==> src/rtl/fd_spi_master.sv <==
// fd_spi_master -- single-frame SPI master, mode 0, 24-bit frames, three chip selects.
//
// A transfer request (start_i) taken while idle latches data_i/cs_sel_i, drops the
// selected chip select, shifts 24 bits MSB first and returns a one-cycle done_o.
// Every SPI pin is driven straight from a flop.
//
// Parameters
//   g_clk_div : system clocks per SCLK half-period (2..255). This also sets the
//               CS setup and CS hold times.
//
// Optional feature
//   FD_SPI_READBACK_EN : when defined, MISO is shifted in on each SCLK rising edge and
//                        rdata_o is loaded with the full frame in the done_o cycle.
//                        When undefined, there is no capture register, rdata_o is
//                        tied to 0 and spi_miso_i is ignored.
//
// Ports
//   clk_sys_i       in   system clock, rising edge
//   rst_n_sys_i     in   asynchronous active-low reset
//   start_i         in   single-cycle transfer request
//   cs_sel_i[1:0]   in   target: 0=DAC 1=PLL 2=GPIO 3=reserved (request ignored)
//   data_i[23:0]    in   frame to transmit
//   busy_o          out  transfer in progress
//   done_o          out  one-cycle completion strobe
//   rdata_o[23:0]   out  frame captured from MISO
//   spi_cs_*_n_o    out  active-low chip selects
//   spi_sclk_o      out  serial clock, idles low
//   spi_mosi_o      out  serial data out
//   spi_miso_i      in   serial data in

module fd_spi_master #(
    parameter int g_clk_div = 4
) (
    input  logic        clk_sys_i,
    input  logic        rst_n_sys_i,
    input  logic        start_i,
    input  logic [1:0]  cs_sel_i,
    input  logic [23:0] data_i,
    output logic        busy_o,
    output logic        done_o,
    output logic [23:0] rdata_o,
    output logic        spi_cs_dac_n_o,
    output logic        spi_cs_pll_n_o,
    output logic        spi_cs_gpio_n_o,
    output logic        spi_sclk_o,
    output logic        spi_mosi_o,
    input  logic        spi_miso_i
);

    typedef enum logic [2:0] {
        IDLE,
        CS_SETUP,
        SHIFT_HIGH,
        SHIFT_LOW,
        CS_HOLD
    } state_t;

    // The phase counter is loaded with div-1 and counts down, so each state lasts
    // exactly g_clk_div cycles.
    localparam logic [7:0] DIV_LD   = 8'(g_clk_div - 1);
    localparam logic [4:0] LAST_BIT = 5'd23;

    state_t      state;
    logic [7:0]  cnt;
    logic [4:0]  bit_cnt;
    logic [23:0] tx_sr;

`ifdef FD_SPI_READBACK_EN
    logic [23:0] rx_sr;
`else
    logic unused_miso;
    assign unused_miso = spi_miso_i;
    assign rdata_o     = 24'h0;
`endif

    always_ff @(posedge clk_sys_i or negedge rst_n_sys_i) begin
        if (!rst_n_sys_i) begin
            state           <= IDLE;
            cnt             <= 8'h0;
            bit_cnt         <= 5'h0;
            tx_sr           <= 24'h0;
            busy_o          <= 1'b0;
            done_o          <= 1'b0;
            spi_cs_dac_n_o  <= 1'b1;
            spi_cs_pll_n_o  <= 1'b1;
            spi_cs_gpio_n_o <= 1'b1;
            spi_sclk_o      <= 1'b0;
            spi_mosi_o      <= 1'b0;
`ifdef FD_SPI_READBACK_EN
            rx_sr           <= 24'h0;
            rdata_o         <= 24'h0;
`endif
        end else begin
            done_o <= 1'b0;
            case (state)
                IDLE: begin
                    // IDLE is also the done_o cycle, so a request arriving together
                    // with done_o starts the next frame right away.
                    if (start_i && cs_sel_i != 2'd3) begin
                        state           <= CS_SETUP;
                        cnt             <= DIV_LD;
                        bit_cnt         <= 5'h0;
                        tx_sr           <= data_i;
                        busy_o          <= 1'b1;
                        spi_cs_dac_n_o  <= (cs_sel_i != 2'd0);
                        spi_cs_pll_n_o  <= (cs_sel_i != 2'd1);
                        spi_cs_gpio_n_o <= (cs_sel_i != 2'd2);
                        spi_mosi_o      <= data_i[23];
                    end
                end

                CS_SETUP: begin
                    if (cnt == 8'h0) begin
                        state      <= SHIFT_HIGH;
                        cnt        <= DIV_LD;
                        spi_sclk_o <= 1'b1;
`ifdef FD_SPI_READBACK_EN
                        rx_sr      <= {rx_sr[22:0], spi_miso_i};
`endif
                    end else begin
                        cnt <= cnt - 8'd1;
                    end
                end

                SHIFT_HIGH: begin
                    if (cnt == 8'h0) begin
                        state      <= SHIFT_LOW;
                        cnt        <= DIV_LD;
                        spi_sclk_o <= 1'b0;
                        // Next bit goes out on the falling edge; after the last bit
                        // MOSI is simply left alone until CS rises.
                        if (bit_cnt != LAST_BIT) begin
                            tx_sr      <= {tx_sr[22:0], 1'b0};
                            spi_mosi_o <= tx_sr[22];
                        end
                    end else begin
                        cnt <= cnt - 8'd1;
                    end
                end

                SHIFT_LOW: begin
                    if (cnt == 8'h0) begin
                        cnt <= DIV_LD;
                        if (bit_cnt == LAST_BIT) begin
                            state <= CS_HOLD;
                        end else begin
                            state      <= SHIFT_HIGH;
                            bit_cnt    <= bit_cnt + 5'd1;
                            spi_sclk_o <= 1'b1;
`ifdef FD_SPI_READBACK_EN
                            rx_sr      <= {rx_sr[22:0], spi_miso_i};
`endif
                        end
                    end else begin
                        cnt <= cnt - 8'd1;
                    end
                end

                CS_HOLD: begin
                    if (cnt == 8'h0) begin
                        state           <= IDLE;
                        busy_o          <= 1'b0;
                        done_o          <= 1'b1;
                        spi_cs_dac_n_o  <= 1'b1;
                        spi_cs_pll_n_o  <= 1'b1;
                        spi_cs_gpio_n_o <= 1'b1;
                        spi_mosi_o      <= 1'b0;
`ifdef FD_SPI_READBACK_EN
                        rdata_o         <= rx_sr;
`endif
                    end else begin
                        cnt <= cnt - 8'd1;
                    end
                end

                default: begin
                    state <= IDLE;
                end
            endcase
        end
    end

endmodule

==> config.mk <==
export PLATFORM = sky130hd
export DESIGN_NAME = fd_spi_master
export DESIGN_NICKNAME = d
export VERILOG_FILES = /design/src/rtl/fd_spi_master.sv
export SDC_FILE = /design/constraint.sdc
export NUM_CORES = 1
export LEC_CHECK = 0
export ABC_AREA = 1
export CAP_MARGIN = 20
export CORE_MARGIN = 2
export CORE_UTILIZATION = 52
export CTS_BUF_LIST = sky130_fd_sc_hd__clkbuf_8
export DETAILED_ROUTE_END_ITERATION = 8
export PLACE_DENSITY = 0.82
export SLEW_MARGIN = 0
export SYNTH_ARGS = -nofsm -noshare
export SYNTH_HDL_FRONTEND = slang
export SYNTH_SLANG_ARGS = --single-unit
==> constraint.sdc <==
create_clock -name clk_sys_i -period 2.42 [get_ports clk_sys_i]
set_clock_uncertainty 0.2 [all_clocks]
set_input_delay 0.242 -clock clk_sys_i [delete_from_list [all_inputs] [get_ports clk_sys_i]]
set_output_delay 0.242 -clock clk_sys_i [all_outputs]
set_load 0.005 [all_outputs]
==> results of run 1 <==
-- worst paths after layout --
kind	start	end	slack, ps	depth (start not counted)
worst max-delay path	cnt[0]$_DFFE_PN0P_	cnt[0]$_DFFE_PN0P_	360	9
worst min-delay path	spi_cs_gpio_n_o$_DFFE_PN1P_	spi_cs_gpio_n_o$_DFFE_PN1P_	260	2
worst max register to register	cnt[0]$_DFFE_PN0P_	cnt[0]$_DFFE_PN0P_	360	9
worst min register to register	spi_cs_gpio_n_o$_DFFE_PN1P_	spi_cs_gpio_n_o$_DFFE_PN1P_	260	2
max in group asynchronous	rst_n_sys_i	spi_cs_pll_n_o$_DFFE_PN1P_	1080	3
min in group asynchronous	rst_n_sys_i	state[2]$_DFFE_PN0P_	280	2
-- flip-flops by register name (all words and copies together), names as in the netlist --
register         cells
cnt                  8
spi_mosi_o           1
busy_o               1
spi_cs_pll_n_o       1
spi_sclk_o           1
tx_sr               23
spi_cs_dac_n_o       1
done_o               1
state                3
bit_cnt              5
spi_cs_gpio_n_o      1
-- cells by family (layout without fill, tap and decap cells) --
family,Yosys count,in the layout
flip-flops,46,46
adder cells (fa/ha/maj),3,3
AO/OA/AOI/OAI,62,62
other,1,24
buffers and inverters,88,104
XOR/XNOR,3,3
AND/OR/NAND/NOR,168,168
-- power by group through the flow --
stage               clock [W]  combinational (W)  sequential (W)
CTS                  0.000587            0.00123         0.00126
global route         0.000623            0.00143         0.00129
floorplan                   0           0.000935         0.00123
detailed placement          0            0.00122         0.00127
global placement            0            0.00118         0.00126
finish               0.000568            0.00122         0.00125
-- worst min-delay path, cell delays in order, from the launching register on --
cell	delay [ps]
dfstp_2	380
inv_1	40
a21oi_1	50
-- metrics by stage --
step	hold slack [ps]	total power, W	setup WS (ps)	utilization (%)	cell area (um^2)
finish	264.3	0.003042	355.8	62.08	3151
global route	293.7	0.003338	136.4	62.08	3151
CTS	268.0	0.003072	352.9	62.08	3151
detailed placement	93.67	0.002489	309.5	59.71	3030
global placement	89.37	0.002436	327.9	59.71	3030
floorplan	-253.6	0.002168	637.8	-	2788
-- routing by layer --
layer | share of wire (%) | wire (um)
met1 | 48 | 2277
met2 | 47 | 2231
met3 | 4.6 | 219
met4 | 1.1 | 54
met5 | 0 | 0
-- what timing repair did --
action	CTS	global route
endpoints found under the setup margin	0	0
hold buffers	1	0
hold endpoints to repair	26	0
-- area by class of cell --
cell class,count,share of cell area [%]
Timing Repair Buffer,41,12.87
Multi-Input combinational cell,260,37.65
Clock inverter,3,1.311
Inverter,55,6.553
Clock buffer,5,2.184
Sequential cell,46,36.66
Tap cell,70,2.780
-- synthesized netlist by cell type (3+ instances only) --
| library cell | n |
|---|---|
| a21oi_1 | 3 |
| buf_2 | 3 |
| buf_4 | 26 |
| dfrtp_1 | 43 |
| dfstp_2 | 3 |
| ha_1 | 3 |
| inv_1 | 52 |
| inv_2 | 3 |
| nand2_1 | 115 |
| nand3_1 | 15 |
| nand4_1 | 7 |
| nor2_1 | 23 |
| o21ai_0 | 37 |
| o21ai_1 | 17 |
| xor2_1 | 3 |
==> impl_metrics.yaml, run 1 <==
final_layout:
  fillCellCount: 479
  post_layout_nonfiller_instances: 480
  nNetsFinal: 442
  most-common-layout-cells: "115 x nand2_1, 53 x inv_1, 43 x dfrtp_1"
  syn_to_final_growth_pct: 16.63
  seq_area_um2: 1155
  num_antenna_cells: 0
  final_layout_size_suffix_gt1_share_pct: 6.098
  multi_input_area_um2: 1186
  final_common_cell: "nand2_1"
clock_tree:
  cts_made_buffers: 5
  clkSinkCount: 46
  cts-resized-gates: 0
  clockBufferDepth: 2
  clk_pin_slew_ps: 90
  h-tree-depth: 2
  cts_tree: "yes"
  clk_latency_ps: 300
  cts_setup_buffers: 0
  cts-root-buf: "clkbuf_8"
synth:
  synth_cells: 371
  async_reset_ff_share_pct: 100.0
  synth_fa_ha_area_share_pct: 1.390
  ys.flop_type: "dfrtp_1"
  synth_top_family_by_area: "simple AND/OR/NAND/NOR gates"
  synth_area_um2: 2701
  synth_top_cell_by_area: "dfrtp_1"
  synth_xor_area_share_pct: 0.9727
  yosysUniqueCellTypes: 27
  synth_mux_area_share_pct: 0
  synth-edff-count: 0
  synth_top_area_share_pct: 39.83
  synth_compound_area_share_pct: 12.32
  syn_area_per_cell_um2: 7.281
  ys_warn_count: 0
  synth_area_leaders: "dfrtp_1 40%, nand2_1 16%, buf_4 7.2%"
  synthSimpleGateAreaFrac_pct: 25.89
  postSynthRegisterBits: 46
  ys_seq_area_share_pct: 42.75
power:
  p_per_area_nw_per_um2: 965.6
  p_comb_share_pct: 40.1
  p_leak_nw: 1.649
  peakVddDrop_mv: 0.4792
  seqPwrFrac_pct: 41.2
  p_sw_share_pct: 37.85
  p_int_w: 0.001891
  power.switching_w: 0.001152
  clkPwrFrac_pct: 18.7
worst_setup_path:
  cp_slowest_cell: "dfrtp_1"
  path_max_fanout: 8
  crit_chain: "inv_1 > ha_1 > nand3_1 > nor2_4 > nand2_1 > nand2_1 > inv_2 > o21ai_0 > nand2_1"
  crit_required_ps: 2420
  end_kind: "register"
  path_delay_family: "simple AND/OR/NAND/NOR gates"
  critPathMaxStageDelay_ps: 380
  worstSetupStartpointType: "register"
  critPathBufInv: 2
  crit_top_cell: "nand2_1"
  crit_arrival_ps: 2060
  critPathKind: "register to register"
die:
  die_area_um2: 5787
  fp.dieH_um: 76.08
  initial_core_util_pct: 53.23
  coreArea_um2: 5075
  boundaryPins: 61
  row_count: 26
  die_w_um: 76.08
timing:
  setup_viol: 0
  drv_slew: 0
  worst_slew_pin_slew_ps: 629.7
  fmax_ghz: 0.4844
  tns_ps: 0
  fin_crit_sh_pct: 85.30
  min_period_ps: 2064
  report.final.hold_viol_count: 0
  slew_headroom_pct: 58.02
  rsz0062_at_grt: "false"
global_routing:
  grt_use_met3_pct: 4.976
  grt_pass1_vias: 2001
  grt-busiest-layer: "met2"
  grt_max_degree: 46
  use_met2_pct: 30.18
  grtUsageTotal_pct: 17.95
  grt_overflow: 0
  grt_first_pass_wirelength_mm: 8.493
  grt_antenna_before_repair: 0
  grt_util_met1_pct: 22.69
place:
  place_hpwl_mm: 3.549
  gp_congestion: 0.8603
  io_buffers: 35
  dp.cells: 471
drt:
  drc: 0
  wl_per_cell_um: 9.965
  dr.pass1.iters: 4
  viasPerCell: 4.690
  wl_mm: 4.783
  dr_total_vias: 2251
  ant_nets: 0
  drt_iter0_drc: 111
worst_hold_path:
  hold_path_class: "register to register"
run:
  maxCapViolCount: 0
status:
  status: "finished, final reports clean"
(Power assumes the default switching activity.)
==> inputs of run 2 (changes only) <==
Settings changed: CORE_UTILIZATION 52 to 25, CTS_CLUSTER_DIAMETER set to 100, PLACE_DENSITY 0.82 to unset, RECOVER_POWER set to 50.
==> run 2 against run 1 <==
Flip-flop and latch count stayed put. Sequential share of layout area is 0.59 points lower. Cell count is 14% higher. Global-route usage is 8.2 points lower. Maximum frequency is 1.1% higher. Critical path type unchanged. Critical endpoint unchanged.
==> impl_metrics.yaml, run 2 (synthesis results as in run 1) <==
run:
  maxCapViolCount: 0
drt:
  viasPerCell: 4.190
  wl_per_cell_um: 9.846
  dr_total_vias: 2288
  ant_nets: 0
  drt_iter0_drc: 88
  drc: 0
  dr.pass1.iters: 4
  wl_mm: 5.376
die:
  die_w_um: 108.0
  coreArea_um2: 10420
  initial_core_util_pct: 25.93
  die_area_um2: 11650
  boundaryPins: 61
  fp.dieH_um: 108.0
  row_count: 37
timing:
  min_period_ps: 2041
  rsz0062_at_grt: "false"
  worst_slew_pin_slew_ps: 895.3
  worst_slack_ps: 378.6
  fin_hold_ws_ps: 266.7
  drv_slew: 0
  tns_ps: 0
  fin_crit_sh_pct: 84.36
  report.final.hold_viol_count: 0
  fmax_ghz: 0.4899
  slew_headroom_pct: 40.31
  setup_viol: 0
clock_tree:
  clk_latency_ps: 300
  clkSinkCount: 46
  cts_setup_buffers: 0
  clockBufferDepth: 2
  cts_made_buffers: 5
  h-tree-depth: 2
  cts_tree: "yes"
  clk_pin_slew_ps: 90
  cts-root-buf: "clkbuf_8"
worst_setup_path:
  critPathMaxStageDelay_ps: 380
  r2r_cells: 9
  timing.reg2reg.setup_slack_ps: 380
  worstSetupStartpointType: "register"
  path_max_fanout: 8
  crit_top_cell: "nand2_1"
  worstReg2RegStart: "cnt[0]$_DFFE_PN0P_"
  end_kind: "register"
  cp_slowest_cell: "dfrtp_1"
  setup.worst_path.end: "cnt[0]$_DFFE_PN0P_"
  critPathKind: "register to register"
  crit_chain: "inv_1 > ha_1 > nand3_1 > nor2_4 > nand2_1 > nand2_1 > inv_2 > o21ai_0 > nand2_1"
  rr_endpoint: "cnt[0]$_DFFE_PN0P_"
  crit_required_ps: 2410
  critPathLaunch: "cnt[0]$_DFFE_PN0P_"
  crit_arrival_ps: 2030
final_layout:
  num_antenna_cells: 0
  regMostFlops: "tx_sr"
  final_common_cell: "nand2_1"
  syn_to_final_growth_pct: 18.53
  nNetsFinal: 442
  most-common-layout-cells: "115 x nand2_1, 53 x inv_1, 43 x dfrtp_1"
  final_layout_size_suffix_gt1_share_pct: 5.610
  largest_register_ff_count: 23
  top_regs: "tx_sr x23, cnt x8, bit_cnt x5"
place:
  place_hpwl_mm: 3.897
  io_buffers: 35
  gp_congestion: 0.8670
  place_ws_ps: 219.3
global_routing:
  grt_pass1_vias: 2029
  grtUsageTotal_pct: 9.716
  grt_antenna_before_repair: 0
  grt_overflow: 0
  grt_first_pass_wirelength_mm: 9.073
  grt_max_degree: 47
worst_hold_path:
  hold_path_class: "register to register"
  whs_path_depth: 2
power:
  p_leak_nw: 1.637
  peakVddDrop_mv: 0.2959
  p_per_area_nw_per_um2: 920.5
status:
  status: "finished, final reports clean"
run 2: how the worst min path moves through the flow:
stage / to / slack [ps] / start
3_3_place_gp: cnt[4]$_DFFE_PN0P_ / 200 / rst_n_sys_i
4_1_cts: spi_cs_gpio_n_o$_DFFE_PN1P_ / 270 / spi_cs_gpio_n_o$_DFFE_PN1P_
5_1_grt: spi_cs_dac_n_o$_DFFE_PN1P_ / 280 / spi_cs_dac_n_o$_DFFE_PN1P_
3_5_place_dp: cnt[7]$_DFFE_PN0P_ / 200 / rst_n_sys_i
2_1_floorplan: bit_cnt[0]$_DFFE_PN0P_ / -250 / rst_n_sys_i
6_report: spi_cs_gpio_n_o$_DFFE_PN1P_ / 270 / spi_cs_gpio_n_o$_DFFE_PN1P_
run 2: timing repair:
| item | 4_1_cts | 5_1_grt |
|---|---|---|
| resized for setup | 0 | 0 |
| hold endpoints to repair | 31 | 0 |
| hold buffers | 1 | 0 |
run 2: per-stage QoR:
stage	util (%)	instances	total power (W)	cell area [um^2]
finish	30.74	546	0.002947	3202
global route	30.74	546	0.003239	3202
floorplan	-	394	0.002168	2788
detailed placement	29.89	537	0.002504	3113
CTS	30.81	546	0.002987	3209
global placement	29.89	537	0.002463	3113
run 2: where the power goes:
part	switching [W]	internal [W]	total (W)	leakage [nW]
sequential	0.000145	0.00110	0.00124	0.567
combinational	0.000749	0.000484	0.00123	1.02
clock	0.000272	0.000200	0.000472	0.0493
run 2: worst max-delay path, delay by kind of cell (launching register included):
kind	cells	cell delay [ps]
flops	1	380
fa+ha+maj	1	190
compound gates	1	80
buf+inv	2	210
simple gates	5	870
run 2: metal layers:
layer,up-vias,GRT usage [%],wire length [um]
li1,1187,-,-
met3,8,1.989,317
met5,-,0,0
met4,0,3.022,65
met1,1020,12.96,2653
met2,73,15.86,2339
run 2: area by class of cell:
| cell class | instances | area [um^2] |
|---|---|---|
| tap | 136 | 170.2 |
| fill | 1152 | 7214 |
| sequential | 46 | 1155 |
| clock inverter | 3 | 17.52 |
| clock buffer | 5 | 68.82 |
| multi-input combinational | 260 | 1186 |
| inverter | 55 | 206.4 |
| timing repair buffer | 41 | 397.9 |
==> inputs of run 3 (changes only) <==
Clock period 2.42 ns to 2.1 ns, I/O delays scaled along.
==> run 3 against run 2 <==
Worst hold slack better by 1.6 ps. First-iteration DRC count is 49% higher. Power is 20% higher. Final area is 1.4% higher. Utilization is 0.42 points higher. Non-clock buffer count is 2 higher. Critical path depth stayed put. Wire length is 0.76% higher. Maximum frequency is 5.6% higher. Critical endpoint is now tx_sr[7]$_DFFE_PN0P_. Highest routed layer unchanged.
==> impl_metrics.yaml, run 3 (synthesis results as in run 1) <==
status:
  status: "finished, final reports clean"
drt:
  drt_iter0_drc: 131
  dr_total_vias: 2279
  viasPerCell: 4.159
  wl_mm: 5.417
  dr.pass1.iters: 5
  ant_nets: 0
  wl_per_cell_um: 9.885
  drc: 0
place:
  place_hpwl_mm: 3.908
  post_dp_cell_area_um2: 3128
  gp_congestion: 0.8861
  place_ws_ps: 55.07
  io_buffers: 35
run:
  maxCapViolCount: 0
final_layout:
  num_antenna_cells: 0
  nNetsFinal: 444
  final_layout_size_suffix_gt1_share_pct: 6.553
  top_regs: "tx_sr x23, cnt x8, bit_cnt x5"
  largest_register_ff_count: 23
  final_common_cell: "nand2_1"
  syn_to_final_growth_pct: 20.15
  regMostFlops: "tx_sr"
  fin_area_um2: 3246
  most-common-layout-cells: "115 x nand2_1, 53 x inv_1, 43 x dfrtp_1"
die:
  row_count: 37
  coreArea_um2: 10420
  die_w_um: 108.0
  boundaryPins: 61
  fp.dieH_um: 108.0
  die_area_um2: 11650
  initial_core_util_pct: 25.93
clock_tree:
  cts_tree: "yes"
  clk_pin_slew_ps: 90
  cts_made_buffers: 5
  cts-root-buf: "clkbuf_8"
  clk_latency_ps: 300
  h-tree-depth: 2
  clockBufferDepth: 2
  clkSinkCount: 46
timing:
  drv_slew: 0
  min_period_ps: 1934
  worst_slew_pin_slew_ps: 1159
  fmax_ghz: 0.5172
  worst_slack_ps: 166.5
  rsz0062_at_grt: "false"
  fin_hold_ws_ps: 268.3
  setup_viol: 0
  report.final.hold_viol_count: 0
  tns_ps: 0
  slew_headroom_pct: 22.70
  fin_crit_sh_pct: 92.07
worst_setup_path:
  crit_required_ps: 2130
  worstSetupStartpointType: "register"
  critPathKind: "register to register"
  path_max_fanout: 45
  end_kind: "register"
  crit_arrival_ps: 1960
global_routing:
  grt_pass1_vias: 2203
  grtUsageTotal_pct: 10.20
  grt_antenna_before_repair: 0
  grt_overflow: 0
  grt_first_pass_wirelength_mm: 9.673
  grt_max_degree: 47
power:
  p_per_area_nw_per_um2: 1090
  p_total_w: 0.003539
  p_leak_nw: 1.658
  peakVddDrop_mv: 0.4468
worst_hold_path:
  hold_path_class: "register to register"
run 3: changes by cell type in the layout (fill, tap and decap cells not counted), sizes merged:
cell,change
buf,+4
clkinvlp,+1
clkbuf,-2
clkinv,-2
bufinv,+1
run 3: through the flow:
step                      instances  util [%]
after floorplan                 394         -
after global placement          539     30.03
after detailed placement        539     30.03
after CTS                       548     31.18
after global routing            548     31.16
final                           548     31.16
run 3: worst paths after layout:
check                                            start                          end  slack (ps)  cells past startpoint
min in group asynchronous                  rst_n_sys_i           cnt[5]$_DFFE_PN0P_         520                      3
max                                 cnt[0]$_DFFE_PN0P_         tx_sr[7]$_DFFE_PN0P_         170                      9
max in group asynchronous                  rst_n_sys_i        tx_sr[20]$_DFFE_PN0P_         450                      3
max reg2reg                         cnt[0]$_DFFE_PN0P_         tx_sr[7]$_DFFE_PN0P_         170                      9
min                        spi_cs_gpio_n_o$_DFFE_PN1P_  spi_cs_gpio_n_o$_DFFE_PN1P_         270                      2
min reg2reg                spi_cs_gpio_n_o$_DFFE_PN1P_  spi_cs_gpio_n_o$_DFFE_PN1P_         270                      2
run 3: timing repair:
item	4_1_cts	5_1_grt
hold buffers	1	0
resized for setup	0	0
buffers inserted	0	0
hold endpoints to repair	43	0
setup endpoints to repair	0	0
run 3: area by class of cell:
cell class	instances	area, um^2
repair buffers	43	417.9
flip-flops and latches	46	1155
multi-input cells	260	1186
clock inverters	3	41.29
inverters	55	206.4
well taps	136	170.2
fillers	1159	7171
clock buffers	5	68.82
run 3: critical path: stages (launching register included):
cell and delay (ps):
dfrtp_1 380, inv_1 140, ha_1 190, nand3_1 120, nor2_4 200, nor2_1 100, a21oi_4 140, buf_12 210
nand2_1 70, o21ai_1 80
run 3: power by group:
| group | switching (W) | internal [W] | leakage (nW) |
|---|---|---|---|
| registers | 0.000173 | 0.00126 | 0.567 |
| clock network | 0.000329 | 0.000351 | 0.0556 |
| logic | 0.000857 | 0.000565 | 1.04 |
run 3: routing by layer:
metal  GRT usage [%]  part of all wire (%)
met1           12.51                    48
met2           18.24                    47
met3           2.170                   4.2
met4           2.473                  0.55
met5               0                     0
